## src/rtl/sm_add_pkg.sv

```systemverilog
// Shared types and constants for the sign-magnitude adder arbiter.
// A sign-magnitude word keeps the sign in its MSB and the magnitude below it.
// The typedefs here match the default build. The modules take W, N_REQ and
// IDW as parameters, and those parameters default to the values below.
package sm_add_pkg;

  localparam int SM_W     = 4;
  localparam int SM_N_REQ = 4;
  localparam int SM_IDW   = $clog2(SM_N_REQ);

  typedef logic [SM_W-1:0]   sm_word_t;
  typedef logic [SM_W-2:0]   sm_mag_t;
  typedef logic [SM_IDW-1:0] req_id_t;

  // IDLE: the output register is empty. HOLD: a result is presented downstream.
  typedef enum logic {
    IDLE = 1'b0,
    HOLD = 1'b1
  } state_t;

  // The canonical zero. Negative zero is never produced.
  localparam sm_word_t SM_POS_ZERO = '0;

endpackage : sm_add_pkg

```

## src/rtl/sm_add_core.sv

```systemverilog
// Combinational sign-magnitude adder: (a, b) -> (sum, ovf).
// - Same signs: the magnitudes are added, and ovf is the carry out of the
//   magnitude field.
// - Different signs: the smaller magnitude is subtracted from the larger one.
//   The sign comes from the larger operand. On a tie the sign comes from B.
// - A zero-magnitude result is always +0. A -0 input behaves as +0.
// Optional build macro: SM_ADD_SAT_EN. When it is defined, an overflowing
// magnitude saturates to all ones. Otherwise the magnitude wraps to its low
// bits. ovf is flagged in both cases.
module sm_add_core
  import sm_add_pkg::*;
#(
  parameter int W = SM_W
) (
  input  logic [W-1:0] i_a,
  input  logic [W-1:0] i_b,
  output logic [W-1:0] o_sum,
  output logic         o_ovf
);

  localparam int M = W - 1;

  logic [M-1:0] w_ma;
  logic [M-1:0] w_mb;
  logic         w_sa;
  logic         w_sb;
  logic [M:0]   w_add;
  logic [M-1:0] w_mag;
  logic         w_sign;
  logic         w_ovf;

  // Add or subtract the magnitudes, then apply the saturation and zero-sign rules.
  always_comb begin
    // NOTE: every output of this block gets a value before any branch, so no latch can be inferred.
    w_mag  = '0;
    w_sign = 1'b0;
    w_ovf  = 1'b0;

    w_ma  = i_a[M-1:0];
    w_mb  = i_b[M-1:0];
    // A -0 input is normalised to +0 before the signs are compared.
    w_sa  = i_a[W-1] & (|w_ma);
    w_sb  = i_b[W-1] & (|w_mb);
    w_add = {1'b0, w_ma} + {1'b0, w_mb};

    if (w_sa == w_sb) begin
      w_mag  = w_add[M-1:0];
      w_ovf  = w_add[M];
      w_sign = w_sa;
    end else if (w_ma > w_mb) begin
      w_mag  = w_ma - w_mb;
      w_sign = w_sa;
    end else begin
      // This branch also covers equal magnitudes, where the sign comes from B.
      w_mag  = w_mb - w_ma;
      w_sign = w_sb;
    end

`ifdef SM_ADD_SAT_EN
    if (w_ovf) begin
      w_mag = '1;
    end
`endif

    // Any zero magnitude is reported as +0.
    if (w_mag == '0) begin
      w_sign = 1'b0;
    end
  end

  assign o_sum = {w_sign, w_mag};
  assign o_ovf = w_ovf;

endmodule : sm_add_core

```

## src/rtl/sm_add_arbiter.sv

```systemverilog
// Round-robin arbiter that shares one sign-magnitude adder among N_REQ
// requesters.
// - The grant goes to the first valid requester after the last-grant pointer,
//   searching with wrap-around.
// - The accepted operands are summed and registered.
// - The result is held downstream, with the winner's ID, until res_ready is high.
// - Back-to-back accepts sustain one result per cycle.
// Optional build macro: SM_ADD_SAT_EN (saturating overflow inside sm_add_core).
module sm_add_arbiter
  import sm_add_pkg::*;
#(
  parameter int W     = SM_W,
  parameter int N_REQ = SM_N_REQ,
  parameter int IDW   = SM_IDW
) (
  input  logic               clk,
  input  logic               rst_n,
  input  logic [N_REQ-1:0]   req_valid,
  input  logic [N_REQ*W-1:0] req_a,
  input  logic [N_REQ*W-1:0] req_b,
  output logic [N_REQ-1:0]   req_ready,
  output logic               res_valid,
  input  logic               res_ready,
  output logic [W-1:0]       res_sum,
  output logic [IDW-1:0]     res_id,
  output logic               res_ovf
);

  state_t         r_state;
  state_t         w_state_nxt;
  logic [IDW-1:0] r_ptr;
  logic [W-1:0]   r_sum;
  logic [IDW-1:0] r_id;
  logic           r_ovf;

  logic           w_gnt_found;
  logic [IDW-1:0] w_gnt_id;
  logic [IDW-1:0] w_idx;
  logic           w_can_accept;
  logic           w_xfer;
  logic [W-1:0]   w_op_a;
  logic [W-1:0]   w_op_b;
  logic [W-1:0]   w_core_sum;
  logic           w_core_ovf;

  // Round-robin search that starts at the requester after the last grant.
  always_comb begin
    w_gnt_found = 1'b0;
    w_gnt_id    = '0;
    w_idx       = '0;
    for (int k = 1; k <= N_REQ; k++) begin
      w_idx = IDW'((int'(r_ptr) + k) % N_REQ);
      if (!w_gnt_found && req_valid[w_idx]) begin
        w_gnt_found = 1'b1;
        w_gnt_id    = w_idx;
      end
    end
  end

  // Route the granted requester's operand pair to the shared adder.
  always_comb begin
    w_op_a = '0;
    w_op_b = '0;
    for (int i = 0; i < N_REQ; i++) begin
      if (w_gnt_id == IDW'(i)) begin
        w_op_a = req_a[i*W +: W];
        w_op_b = req_b[i*W +: W];
      end
    end
  end

  sm_add_core #(
    .W(W)
  ) u_core (
    .i_a  (w_op_a),
    .i_b  (w_op_b),
    .o_sum(w_core_sum),
    .o_ovf(w_core_ovf)
  );

  // Accept a request while the output register is empty or being drained.
  // Holding reset masks every ready, so no handshake can happen during reset.
  always_comb begin
    w_can_accept = rst_n && ((r_state == IDLE) || res_ready);
    w_xfer       = w_can_accept && w_gnt_found;
    req_ready    = '0;
    for (int i = 0; i < N_REQ; i++) begin
      req_ready[i] = w_xfer && (w_gnt_id == IDW'(i));
    end

    w_state_nxt = r_state;
    unique case (r_state)
      IDLE: if (w_xfer) w_state_nxt = HOLD;
      HOLD: begin
        if (w_xfer)         w_state_nxt = HOLD;
        else if (res_ready) w_state_nxt = IDLE;
      end
      default: w_state_nxt = IDLE;
    endcase
  end

  // FSM state register.
  always_ff @(posedge clk or negedge rst_n) begin
    // NOTE: sequential state uses non-blocking assignments, so every register samples pre-edge values.
    if (!rst_n) r_state <= IDLE;
    else        r_state <= w_state_nxt;
  end

  // Last-grant pointer. After reset it makes requester 0 the highest priority.
  always_ff @(posedge clk or negedge rst_n) begin
    if (!rst_n)      r_ptr <= IDW'(N_REQ - 1);
    else if (w_xfer) r_ptr <= w_gnt_id;
  end

  // Output register. It loads only on a transfer, so under backpressure it holds.
  always_ff @(posedge clk or negedge rst_n) begin
    // NOTE: the datapath registers are reset as well, so the downstream outputs read a clean +0 after reset.
    if (!rst_n) begin
      r_sum <= W'(SM_POS_ZERO);
      r_id  <= '0;
      r_ovf <= 1'b0;
    end else if (w_xfer) begin
      r_sum <= w_core_sum;
      r_id  <= w_gnt_id;
      r_ovf <= w_core_ovf;
    end
  end

  assign res_valid = (r_state == HOLD);
  assign res_sum   = r_sum;
  assign res_id    = r_id;
  assign res_ovf   = r_ovf;

endmodule : sm_add_arbiter

```

## config.mk

```make
export PLATFORM = sky130hd
export DESIGN_NAME = sm_add_arbiter
export DESIGN_NICKNAME = d
export VERILOG_FILES = /design/src/rtl/sm_add_pkg.sv /design/src/rtl/sm_add_core.sv /design/src/rtl/sm_add_arbiter.sv
export SDC_FILE = /design/constraint.sdc
export NUM_CORES = 1
export LEC_CHECK = 0
export ABC_CLOCK_PERIOD_IN_PS = 4500
export CAP_MARGIN = 10
export CORE_UTILIZATION = 35
export CTS_BUF_LIST = sky130_fd_sc_hd__clkbuf_2 sky130_fd_sc_hd__clkbuf_4 sky130_fd_sc_hd__clkbuf_8
export DETAILED_ROUTE_END_ITERATION = 16
export PLACE_DENSITY = 0.7
export SKIP_LAST_GASP = 1
export SLEW_MARGIN = 25
export SYNTH_ARGS = -nofsm -noshare
export SYNTH_HDL_FRONTEND = slang
export SYNTH_SLANG_ARGS = --single-unit
```

## constraint.sdc

```tcl
create_clock -name clk -period 4.5 [get_ports clk]
set_input_delay 1.125 -clock clk [delete_from_list [all_inputs] [get_ports clk]]
set_output_delay 1.125 -clock clk [all_outputs]
set_load 0.03 [all_outputs]
```

=== Word level (Yosys, flattened, before mapping) ===
Cells that the tools add are included.
W data, S select, Z words.

* Output and inout port bits: 12
* Register bits after elaboration: 10
* Input bits: 39
* Logic and storage cells: 75

* Reduce and logical (&&, ||, !) cells: 17
* Add/sub/neg operators: 7
* Equal/unequal tests: 4
* Magnitude comparators: 5
* Multiplexer cells: 34
* Bitwise logic cells: 3

{| class="wikitable"
|+ Operator list
! kind !! number
|-
| $mux W4 || 8
|-
| $mux W1 || 15
|-
| $lt A2 B3 Y1 const B || 4
|-
| $logic_and A1 B1 Y1 || 9
|-
| $bmux W1 S2 || 4
|-
| $mux W2 || 4
|-
| $mux W3 || 2
|-
| $reduce_or A3 Y1 || 2
|-
| $sub A3 B3 Y3 || 2
|-
| $add A2 B1 Y2 const B || 2
|-
| $add A2 B2 Y2 const B || 2
|-
| $add A3 B3 Y4 || 1
|-
| $eq A2 B2 Y1 const B || 2
|-
| $gt A3 B3 Y1 || 1
|-
| $logic_not A1 Y1 || 3
|-
| $logic_not A3 Y1 || 1
|-
| $and A1 B1 Y1 || 2
|-
| $eq A2 B1 Y1 const B || 1
|-
| $logic_not A2 Y1 || 1
|-
| $pmux W1 S2 || 1
|-
| $eq A1 B1 Y1 || 1
|-
| $logic_or A1 B1 Y1 || 1
|-
| $not A1 Y1 || 1
|}

=== Longest topological paths before layout ===
Gate-level depths: netlist of the first run.

* Depth in word-level cells: 24
* Gate-level depth with buffers: 18
* Depth with buffers taken out: 15

=== By module ===
Synthesis of the first run repeated with hierarchy kept, for this count alone.

* Cell total of the unflattened synthesis: 124
* Area, all modules: 1275.0 um2

{| class="wikitable"
|+ Modules (own cells, without submodules)
! module !! area an instance (um2) !! cells an instance !! seq. area each (um2) !! times used
|-
| sm_add_arbiter || 808.3 || 73 || 252.7 || 1
|-
| sm_add_core || 466.7 || 51 || 0.0 || 1
|}

=== Worst setup path after synthesis of the first run ===
OpenSTA, ideal clock, no wires.

* Path type: input-to-reg
* Start: input port req_valid[0]
* End: register r_sum[3] (netlist: res_sum[3])
* Path buffers: 1
* Stages: 16
* Data arrival time: 3.868 ns
* Required time: 4.368 ns
* Slack: 0.500 ns
* Library setup time: 0.132 ns
* Cell sequence: o21ai_0 -> o21ai_1 -> a211oi_4 -> buf_4 -> a21oi_1 -> a22o_1 -> inv_1 -> ha_1 -> nor2_1 -> nor2_1 -> nor2_1 -> o32a_1 -> mux2_2 -> mux2i_1 -> xor2_1 -> a31oi_1

* Longest elaborated chain between the ends: 23
* Elaborated cells on any way between the ends: 50
* Classes of those cells: add/sub: 3; order compare: 1; eq/ne: 4; mux: 29; bitwise: 2; reduce/logical: 11

{| class="wikitable"
|+ RTL lines
! what !! RTL line !! source
|-
| start, declared || sm_add_arbiter.sv:18 || <nowiki>input logic [N_REQ-1:0] req_valid,</nowiki>
|-
| branches (longest 23 deep; another with $bmux W1 S2) || n/a ||
|-
| end signal, assigned || sm_add_arbiter.sv:119 || <nowiki>r_sum <= W'(SM_POS_ZERO);</nowiki>
|-
| end signal, assigned || sm_add_arbiter.sv:123 || <nowiki>r_sum <= w_core_sum;</nowiki>
|-
| end, declared || sm_add_arbiter.sv:32 || <nowiki>logic [W-1:0] r_sum;</nowiki>
|}

Parallel ways; which one is timed is not known. The select of a mux whose other input is x is not followed.
A chain may end at the register's enable or synchronous reset.

=== Worst setup path in the final report of the first run ===
* Start: input port req_valid[1]
* End: output port req_ready[1]

* Longest elaborated chain between the ends: 14
* Elaborated cells on any way between the ends: 25
* Classes of those cells: eq/ne: 1; mux: 16; reduce/logical: 8

{| class="wikitable"
|+ RTL lines
! what !! RTL line !! source
|-
| $bmux W1 S2 || sm_add_arbiter.sv:53 || <nowiki>if (!w_gnt_found && req_valid[w_idx]) begin</nowiki>
|-
| $mux W1 (not written as such) || sm_add_arbiter.sv:53 ||
|-
| $mux W1 || sm_add_arbiter.sv:53 ||
|-
| $logic_not A1 Y1 || sm_add_arbiter.sv:53 ||
|-
| $logic_and A1 B1 Y1 || sm_add_arbiter.sv:53 ||
|-
| $mux W1 || sm_add_arbiter.sv:53 ||
|-
| $logic_not A1 Y1 || sm_add_arbiter.sv:53 ||
|-
| $logic_and A1 B1 Y1 || sm_add_arbiter.sv:53 ||
|-
| $mux W1 || sm_add_arbiter.sv:53 ||
|-
| $logic_not A1 Y1 || sm_add_arbiter.sv:53 ||
|-
| $logic_and A1 B1 Y1 || sm_add_arbiter.sv:53 ||
|-
| $mux W2 / $mux W1 (equally long branches) || sm_add_arbiter.sv:53 ||
|-
| $eq A2 B1 Y1 / $logic_and A1 B1 Y1 (equally long branches) || sm_add_arbiter.sv:88, sm_add_arbiter.sv:85 ||
|-
| $logic_and A1 B1 Y1 * || sm_add_arbiter.sv:88 || <nowiki>req_ready[i] = w_xfer && (w_gnt_id == IDW'(i));</nowiki>
|-
| end, declared || sm_add_arbiter.sv:21 || <nowiki>output logic [N_REQ-1:0] req_ready,</nowiki>
|}

Every way passes the cells marked *; elsewhere a longest branch is shown, timed or not. The select of a mux whose other input is x is not followed.

==> results.toml, run 1 <==
[status]
outcome = "completed"

[die]
core_area_um2 = 2877
row_count = 19
io_pins = 51
die_y_um = 58.09
start_util_pct = 38.28
die_w_um = 58.09
die_area_um2 = 3374

[clock_tree]
clk_pin_slew_worst_paths_ps = 70
clk_path_buf_depth = 2
cts_root_buffer = "clkbuf_4"
ctsHoldBuffers = 0
clk-insertion-delay-late_ps = 260
cts_sinks = 10
h-tree-depth = 1
cts_buffers = 3
cts_tree = "yes"

[sta]
fin_skew_ps = 1.183
rsz0062_at_grt = "yes"
fin_crit_ps = 4413
maxSlewViolCount = 0
hold_viol_final = 0
finalSetupViolCount = 0
fmax_mhz = 226.6
timing.final.crit_share_pct = 98.07
tightest_slew_ps = 489.5
slew_headroom_pct = 67.30
tns_ps = 0

[drt]
met2WireLength_um = 1460
via_per_inst = 4.788
drc = 0
wl_per_cell_um = 12.14
dr_wl_met3_um = 117
antenna_left = 0
drt-initial-drc-count = 44
top_layer = "met4"
firstDrtPassIters = 4
drt-total-wl_um = 2743
num_vias = 1082
met1_length_um = 1124

[critical_path]
cp_common_cell = "clkdlybuf4s50_1"
end_kind = "primary output"
reg2reg_slack_ps = 1010
crit_family = "buffers and inverters"
arrival_ps = 3290
crit_path_end = "req_ready[1]"
worstSetupStartpoint = "req_valid[1]"
startpoint_type = "input port"
critPathKind = "in2out"
reg2reg_from = "r_ptr[1]"
crit_buf_inv = 3
slowest_stage = "clkdlybuf4s50_1"
cp_num_cells = 7
cp_cell_sequence = "clkdlybuf4s50_1 > and2b_1 > a21oi_2 > o221a_1 > buf_4 > nor3_1 > clkdlybuf4s50_1"
slowest_delay_ps = 700
crit_fanout = 10
r2r-end = "res_sum[3]"
r2r_cells = 15
required_ps = 3380

[synth]
yosys_warnings = 0
yosysTopAreaCellShare_pct = 18.18
syn-instance-count = 121
syn_area_um2 = 1101
synthTopCellsByArea = "dfrtp_1 (18%), mux2i_1 (12%), ha_1 (8.0%)"
syn_avg_cell_area_um2 = 9.100
synth_seq_area_share_pct = 22.95
synth_flop_cell = "dfrtp_1"
synth_area_leader_cell = "dfrtp_1"
synthArstFlopShare_pct = 100.0
ys_ff_latch = 10
synth_cell_type_count = 34
synth_nets = 170
synth_edf_count = 0

[place]
place_hpwl_um = 2369
portBuffers = 50
gp_congestion = 0.7609
dp.cells = 220

[layout]
area_delta_synth_final_pct = 61.36
final_nets = 234
layoutNonFillerInstCount = 226
antennaDiodeCount = 0
post-route-util_pct = 61.77
layout-drive-gt1-share_pct = 18.48

[global_routing]
grt_max_degree = 18
antenna_found_initial = 0
grt_overflow_total = 0
grt_usage_pct = 17.80
grt_pass1_wl_um = 4698
grt_pass1_vias = 1149

[power]
total_power_mw = 0.8659
leakagePower_nw = 0.7863
vdd.ir_drop.worst_v = 0.0002081
powerDensity_nw_per_um2 = 487.4

[worst_hold_path]
hold_path.class = "reg2reg"

[run]
cap_violations = 0
[cells by family (layout without fill, tap and decap cells)]
group / Yosys count / count (layout) / share of synthesized area, %
compound gates: 30 / 30 / 21.48
fa+ha+maj: 10 / 10 / 13.41
buf+inv: 13 / 76 / 6.477
flops: 10 / 10 / 22.95
mux: 17 / 17 / 16.93
simple gates: 39 / 39 / 15.45
xor+xnor: 2 / 2 / 3.296
[worst min path at each step]
stage,start,end,slack [ps],depth (start not counted)
6_report,res_sum[0],res_sum[0],470,2
4_1_cts,res_id[1],res_id[1],480,2
3_5_place_dp,res_id[1],res_id[1],460,2
2_1_floorplan,r_ptr[0],r_ptr[0],500,2
3_3_place_gp,res_sum[0],res_sum[0],460,2
5_1_grt,res_id[1],res_id[1],510,2
[per-stage QoR]
step	hold slack (ps)	instance area (um^2)	setup slack [ps]
global placement	458.3	1714	66.16
detailed placement	462.9	1714	-91.61
CTS	479.4	1750	92.10
floorplan	497.8	1101	499.9
finish	474.3	1777	86.84
global route	506.0	1777	-5.822
[synth_stat cells (2+ instances only)]
library cell / count
a21oi_1: 9
a22o_1: 2
a22oi_1: 2
buf_4: 2
buf_6: 2
clkbuf_1: 2
dfrtp_1: 8
dfstp_2: 2
fa_1: 3
ha_1: 7
inv_1: 7
mux2_2: 3
mux2i_1: 13
nand2_1: 20
nand2b_1: 4
nor2_1: 9
nor2b_1: 3
nor3_1: 2
o21ai_0: 5
o21ai_1: 2
[placed cells by master (no fill, tap or decap), drive strengths merged, types with 2 or more instances in the layout]
master / n
clkdlybuf4s50: 48
nand2: 20
buf: 17
mux2i: 13
a21oi: 10
nor2: 9
dfrtp: 8
inv: 7
ha: 7
o21ai: 7
nand2b: 4
clkbuf: 4
mux2: 3
nor2b: 3
fa: 3
a22o: 2
nor3: 2
dfstp: 2
a211oi: 2
a22oi: 2
a31oi: 2
[layout make-up]
type / count / area [um^2]
Clock buffer: 4 / 36.28
Fill cell: 269 / 1100
Inverter: 7 / 26.28
Multi-Input combinational cell: 98 / 788.3
Sequential cell: 10 / 252.7
Tap cell: 42 / 52.55
Timing Repair Buffer: 65 / 620.6
[power by group]
group	internal (mW)	switching, mW
Clock	0.0491	0.0311
Sequential	0.125	0.0220
Combinational	0.316	0.322
[tightest hold or removal path: cells and delay by family, from the launching register on]
kind / cells / cell delay, ps
flip-flops: 1 / 340
AND/OR/NAND/NOR: 2 / 100
[metal layers]
layer  global-route usage (%)  vias up
li1                         -      552
met1                    18.87      491
met2                    35.30       35
met3                    1.786        4
met4                    7.143        0
met5                        0        -
[timing repair]
item / 4_1_cts / 5_1_grt
buffers inserted: 0 / 2
endpoints found under the setup margin: 0 / 2
resized for setup: 0 / 2
hold endpoints to repair: 0 / 0
[sequential cells by signal, indices dropped and copies added, names as in the netlist]
| register | flops |
|---|---|
| res_ovf | 1 |
| res_id | 2 |
| res_sum | 4 |
| r_ptr | 2 |
| res_valid | 1 |
(Power assumes the default switching activity.)
==> run 2: changes to the inputs <==
- SKIP_CTS_REPAIR_TIMING: not set -> 1
==> results of run 2 <==
No change in the layout: final DEF, timing and power equal those of run 1.
==> run 3: changes to the inputs <==
- ABC_CLOCK_PERIOD_IN_PS: 4500 -> not set
- CAP_MARGIN: 10 -> 40
==> results of run 3 <==
No change in the layout: final DEF, timing and power equal those of run 1.
==> RTL edit 1, RTL diff (flow settings as in run 2) <==
Register the output `res_ovf` once more, with the module's reset; this adds one clock of latency there. The other outputs are not delayed to match.
--- a/src/rtl/sm_add_arbiter.sv
+++ b/src/rtl/sm_add_arbiter.sv
@@ -130,5 +130,11 @@
   assign res_sum   = r_sum;
   assign res_id    = r_id;
-  assign res_ovf   = r_ovf;
+  always_ff @(posedge clk or negedge rst_n) begin
+    if (!rst_n) begin
+      res_ovf <= '0;
+    end else begin
+      res_ovf <= r_ovf;
+    end
+  end
 
 endmodule : sm_add_arbiter
Formal check against the unedited RTL: not equivalent (Yosys sat finds a counterexample within 4 cycles, from zero or initial values and one cycle with rst_n low).
==> RTL edit 1 against run 2 <==
- sequential cell count rose by 1
- design area rose by 1.1%
- highest routed layer unchanged
- die area rose by 2.2%
- area after synthesis rose by 2.3%
- global-route usage fell by 0.064 points
- largest power group unchanged
- total power rose by 1.3%
- wire length rose by 0.33%
- critical endpoint unchanged
- setup slack improved by 56 ps
==> RTL edit 1: results (changes against run 2) <==
[logic_synthesis] share of synthesized area occupied by flip-flops and latches 24.7% [was 23.0%]
[global_route] GR Util met1 18.5% [was 18.9%]
[worst_setup_path] data arrival time at the worst-slack endpoint 3230 ps [was 3290 ps]
[final_layout] share of final-layout standard cells stronger than drive strength 1 17.5% [was 18.5%]
[worst_setup_path] FF-to-FF setup slack 1060 ps [was 1010 ps]
[final_layout] count of nets after finishing 233 [was 234]
[logic_synthesis] leading cell types by total area after synthesis sky130_fd_sc_hd__dfrtp_1 (20%), sky130_fd_sc_hd__mux2i_1 (12%), sky130_fd_sc_hd__ha_1 (7.8%) [was sky130_fd_sc_hd__dfrtp_1 (18%), sky130_fd_sc_hd__mux2i_1 (12%), sky130_fd_sc_hd__ha_1 (8.0%)]
[logic_synthesis] xor-xnor portion of the synthesized cell area 3.22% [was 3.30%]
[outcome] outcome complete, no violations [unchanged]
[worst_setup_path] largest fanout on the critical path 18 [was 10]
[pwr] maximum ir drop on the vdd rail 197 µV [was 208 µV]
[detailed_routing] final wirelength 2.75 mm [was 2.74 mm]
[detailed_routing] M1 wire length 1.16 mm [was 1.12 mm]
[pwr] NetSw 376 µW [was 375 µW]
[pwr] P_clk 71.0 µW [was 80.1 µW]
[global_route] via count of the first global-routing pass 1111 [was 1149]
[logic_synthesis] Mapped Nets 171 [was 170]
[placed_design] setup slack after placement -161 ps [was -91.6 ps]
[global_route] maximum number of pins on one net before global-route repair 19 [was 18]
[pwr] leakage component of the power 0.000799 µW [was 0.000786 µW]
[hold_path] Hold Path Origin r_ovf [was res_sum[0]]
[hold_path] Cells on Worst Hold Path 0 [was 2]
[placed_design] sum of net half-perimeters after detailed placement 2.41 mm [was 2.37 mm]
[logic_synthesis] multiplexer area fraction after synthesis 16.6% [was 16.9%]
[global_route] global-route wire length before repair 4.65 mm [was 4.70 mm]
[detailed_routing] vias per cell 4.74 [was 4.79]
[logic_synthesis] compound-gate portion of the synthesized area 21.0% [was 21.5%]
[timing] final worst hold slack 382 ps [was 474 ps]
[detailed_routing] routed length per instance 12.1 µm [about the same]
[pwr] combinational power 646 µW [was 638 µW]
[detailed_routing] routed wl met3 98 µm [was 117 µm]
[detailed_routing] number of detailed-route iterations in the first pass 3 [was 4]
[global_route] M2 GR Usage 35.7% [was 35.3%]
[final_layout] fillcell total 292 [was 269]
[timing] worst-case clock skew 2.45 ps [was 1.18 ps]
[hold_path] destination of the worst hold path res_ovf [was res_sum[0]]
[placed_design] # placed instances 223 [was 220]
==> RTL edit 1: cell count changes after synthesis, sizes merged <==
cell,change
dfrtp,+1
==> RTL edit 1: final cells by class <==
class / instances / area share, %
Clock buffer: 4 / 1.67
Inverter: 7 / 1.46
Multi-Input combinational cell: 98 / 43.8
Sequential cell: 11 / 15.5
Tap cell: 44 / 3.07
Timing Repair Buffer: 63 / 34.6
==> RTL edit 1: worst max-delay path by stage <==
| stage | startpoint | end | slack (ps) | cells past startpoint |
|---|---|---|---|---|
| 2_1_floorplan | req_valid[0] | res_sum[3] | 500 | 16 |
| 3_3_place_gp | req_valid[0] | res_sum[3] | -9 | 16 |
| 3_5_place_dp | req_valid[0] | res_sum[3] | -160 | 16 |
| 4_1_cts | req_valid[0] | req_ready[0] | 80 | 7 |
| 5_1_grt | req_valid[1] | res_sum[3] | 9 | 17 |
| 6_report | req_valid[1] | req_ready[1] | 140 | 7 |
==> RTL edit 2, RTL diff (flow settings as in run 2) <==
Without the edit above. Build with the macro `SM_ADD_SAT_EN` defined.
--- a/src/rtl/sm_add_core.sv
+++ b/src/rtl/sm_add_core.sv
@@ -8,4 +8,6 @@
 // magnitude saturates to all ones. Otherwise the magnitude wraps to its low
 // bits. ovf is flagged in both cases.
+`define SM_ADD_SAT_EN
+
 module sm_add_core
   import sm_add_pkg::*;
Function: changed (a bounded check fails within 4 cycles, from zero or initial values and one cycle with rst_n low).
==> RTL edit 2 against run 2 <==
- non-clock buffer count decreased by 9
- critical path depth decreased by 1
- area after synthesis increased by 3.4%
- sequential cell count unchanged
- worst hold slack got worse by 4.2 ps
- setup slack improved by 31 ps
- final cell count decreased by 3.1%
- wire length increased by 3.2%
- total power decreased by 7.5%
- largest power group unchanged
- design area decreased by 2.7%
- via count decreased by 2.3%
==> RTL edit 2: results (changes against run 2) <==
[hold_path] min-delay worst type reg2reg [unchanged]
[timing] worst-case clock skew 6.87 ps [was 1.18 ps]
[logic_synthesis] xor-xnor portion of the synthesized cell area 2.20% [was 3.30%]
[worst_setup_path] FF-to-FF setup slack 1220 ps [was 1010 ps]
[logic_synthesis] share of synthesized area occupied by flip-flops and latches 22.2% [was 23.0%]
[worst_setup_path] Worst R2R Path Depth 14 [was 15]
[pwr] maximum ir drop on the vdd rail 254 µV [was 208 µV]
[final_layout] count of nets after finishing 226 [was 234]
[detailed_routing] vias post-DR 1057 [was 1082]
[detailed_routing] initial DRC count 41 [was 44]
[pwr] leakage component of the power 0.000784 µW [was 0.000786 µW]
[worst_setup_path] largest fanout on the critical path 14 [was 10]
[placed_design] sum of net half-perimeters after detailed placement 2.40 mm [was 2.37 mm]
[outcome] outcome complete, no violations [unchanged]
[logic_synthesis] leading cell types by total area after synthesis sky130_fd_sc_hd__mux2i_1 (18%), sky130_fd_sc_hd__dfrtp_1 (18%), sky130_fd_sc_hd__ha_1 (8.8%) [was sky130_fd_sc_hd__dfrtp_1 (18%), sky130_fd_sc_hd__mux2i_1 (12%), sky130_fd_sc_hd__ha_1 (8.0%)]
[final_layout] fillcell total 301 [was 269]
[detailed_routing] final wirelength 2.83 mm [was 2.74 mm]
[global_route] via count of the first global-routing pass 1032 [was 1149]
[hold_path] destination of the worst hold path res_id[1] [was res_sum[0]]
[hold_path] Hold Path Origin res_id[1] [was res_sum[0]]
[timing] pin slew with the least headroom to its limit 785 ps [was 489 ps]
[global_route] Tot GR Track Use 16.7% [was 17.8%]
[timing] final worst hold slack 470 ps [was 474 ps]
[worst_setup_path] data arrival time at the worst-slack endpoint 3260 ps [was 3290 ps]
[logic_synthesis] commonest cells in the synthesized netlist sky130_fd_sc_hd__mux2i_1 (21), sky130_fd_sc_hd__nand2_1 (14), sky130_fd_sc_hd__nor2_1 (11) [was sky130_fd_sc_hd__nand2_1 (20), sky130_fd_sc_hd__mux2i_1 (13), sky130_fd_sc_hd__a21oi_1 (9), sky130_fd_sc_hd__nor2_1 (9), sky130_fd_sc_hd__dfrtp_1 (8)]
[global_route] global-route wire length before repair 4.41 mm [was 4.70 mm]
==> RTL edit 2: cell count changes in the layout (fill, tap and decap cells not counted), moves of 2 or more <==
cell	run 2	this run
sky130_fd_sc_hd__a22o_1	2	0
sky130_fd_sc_hd__buf_4	16	7
sky130_fd_sc_hd__inv_1	7	9
sky130_fd_sc_hd__mux2i_1	13	21
sky130_fd_sc_hd__nand2_1	20	14
sky130_fd_sc_hd__nor2_1	9	11
sky130_fd_sc_hd__o21ai_0	5	2
==> RTL edit 2: routing by layer <==
metal | track usage (%) | routed length [µm] | part of all wire (%)
met3 | 5.02 | 189 | 6.7
met4 | 0 | 0 | 0
met1 | 20.4 | 1230 | 43
met5 | 0 | 0 | 0
met2 | 30.8 | 1420 | 50
==> RTL edit 2: cell type report <==
| type | instances | area, µm² | share of cell area (%) |
|---|---|---|---|
| clock buffers | 4 | 30.0 | 1.74 |
| flip-flops and latches | 10 | 253 | 14.6 |
| well taps | 44 | 55.1 | 3.18 |
| inverters | 9 | 33.8 | 1.95 |
| multi-input cells | 96 | 805 | 46.5 |
| repair buffers | 56 | 553 | 32.0 |
==> RTL edit 2: metrics by stage <==
step           util [%]  std cells  instance area [µm²]  setup slack (ps)  power, µW
2_1_floorplan         -        120                 1140               691        553
3_3_place_gp       55.2        215                 1700               184        719
3_5_place_dp       55.2        215                 1700              90.8        737
4_1_cts            56.2        219                 1730               118        811
5_1_grt            56.2        219                 1730              33.1        869
6_report           56.2        219                 1730               118        801
==> RTL edit 2: cells by family after synthesis <==
group / after synthesis
DFF: 10
xor gates and xnor gates: 2
muxes: 26
adders and majority gates: 11
and+or+nand+nor: 36
buffers and inverters: 14
AOI/OAI and AO/OA: 21
==> RTL edit 2: worst max-delay path: stages <==
cell	delay [ps]
sky130_fd_sc_hd__clkdlybuf4s50_1	600
sky130_fd_sc_hd__nand2_1	80
sky130_fd_sc_hd__a21oi_1	170
sky130_fd_sc_hd__o221a_4	340
sky130_fd_sc_hd__nor3b_1	230
sky130_fd_sc_hd__clkdlybuf4s50_1	710
==> RTL edit 2: power by group through the flow <==
stage               clock network [µW]  registers [µW]  logic, µW
detailed placement                   0             147        590
finish                            68.6             146        586
global placement                     0             148        572
CTS                               73.0             147        592
floorplan                            0             193        360
global route                      79.5             150        640
==> RTL edit 2: worst max path at each step <==
stage / start / endpoint / cells after the start / slack [ps]
4_1_cts: req_valid[0] / req_ready[0] / 6 / 120
6_report: req_valid[0] / req_ready[0] / 6 / 120
3_5_place_dp: req_valid[0] / res_sum[3] / 16 / 90
5_1_grt: req_valid[0] / req_ready[0] / 6 / 30
3_3_place_gp: req_valid[0] / req_ready[0] / 6 / 180
2_1_floorplan: req_valid[0] / res_sum[2] / 13 / 690
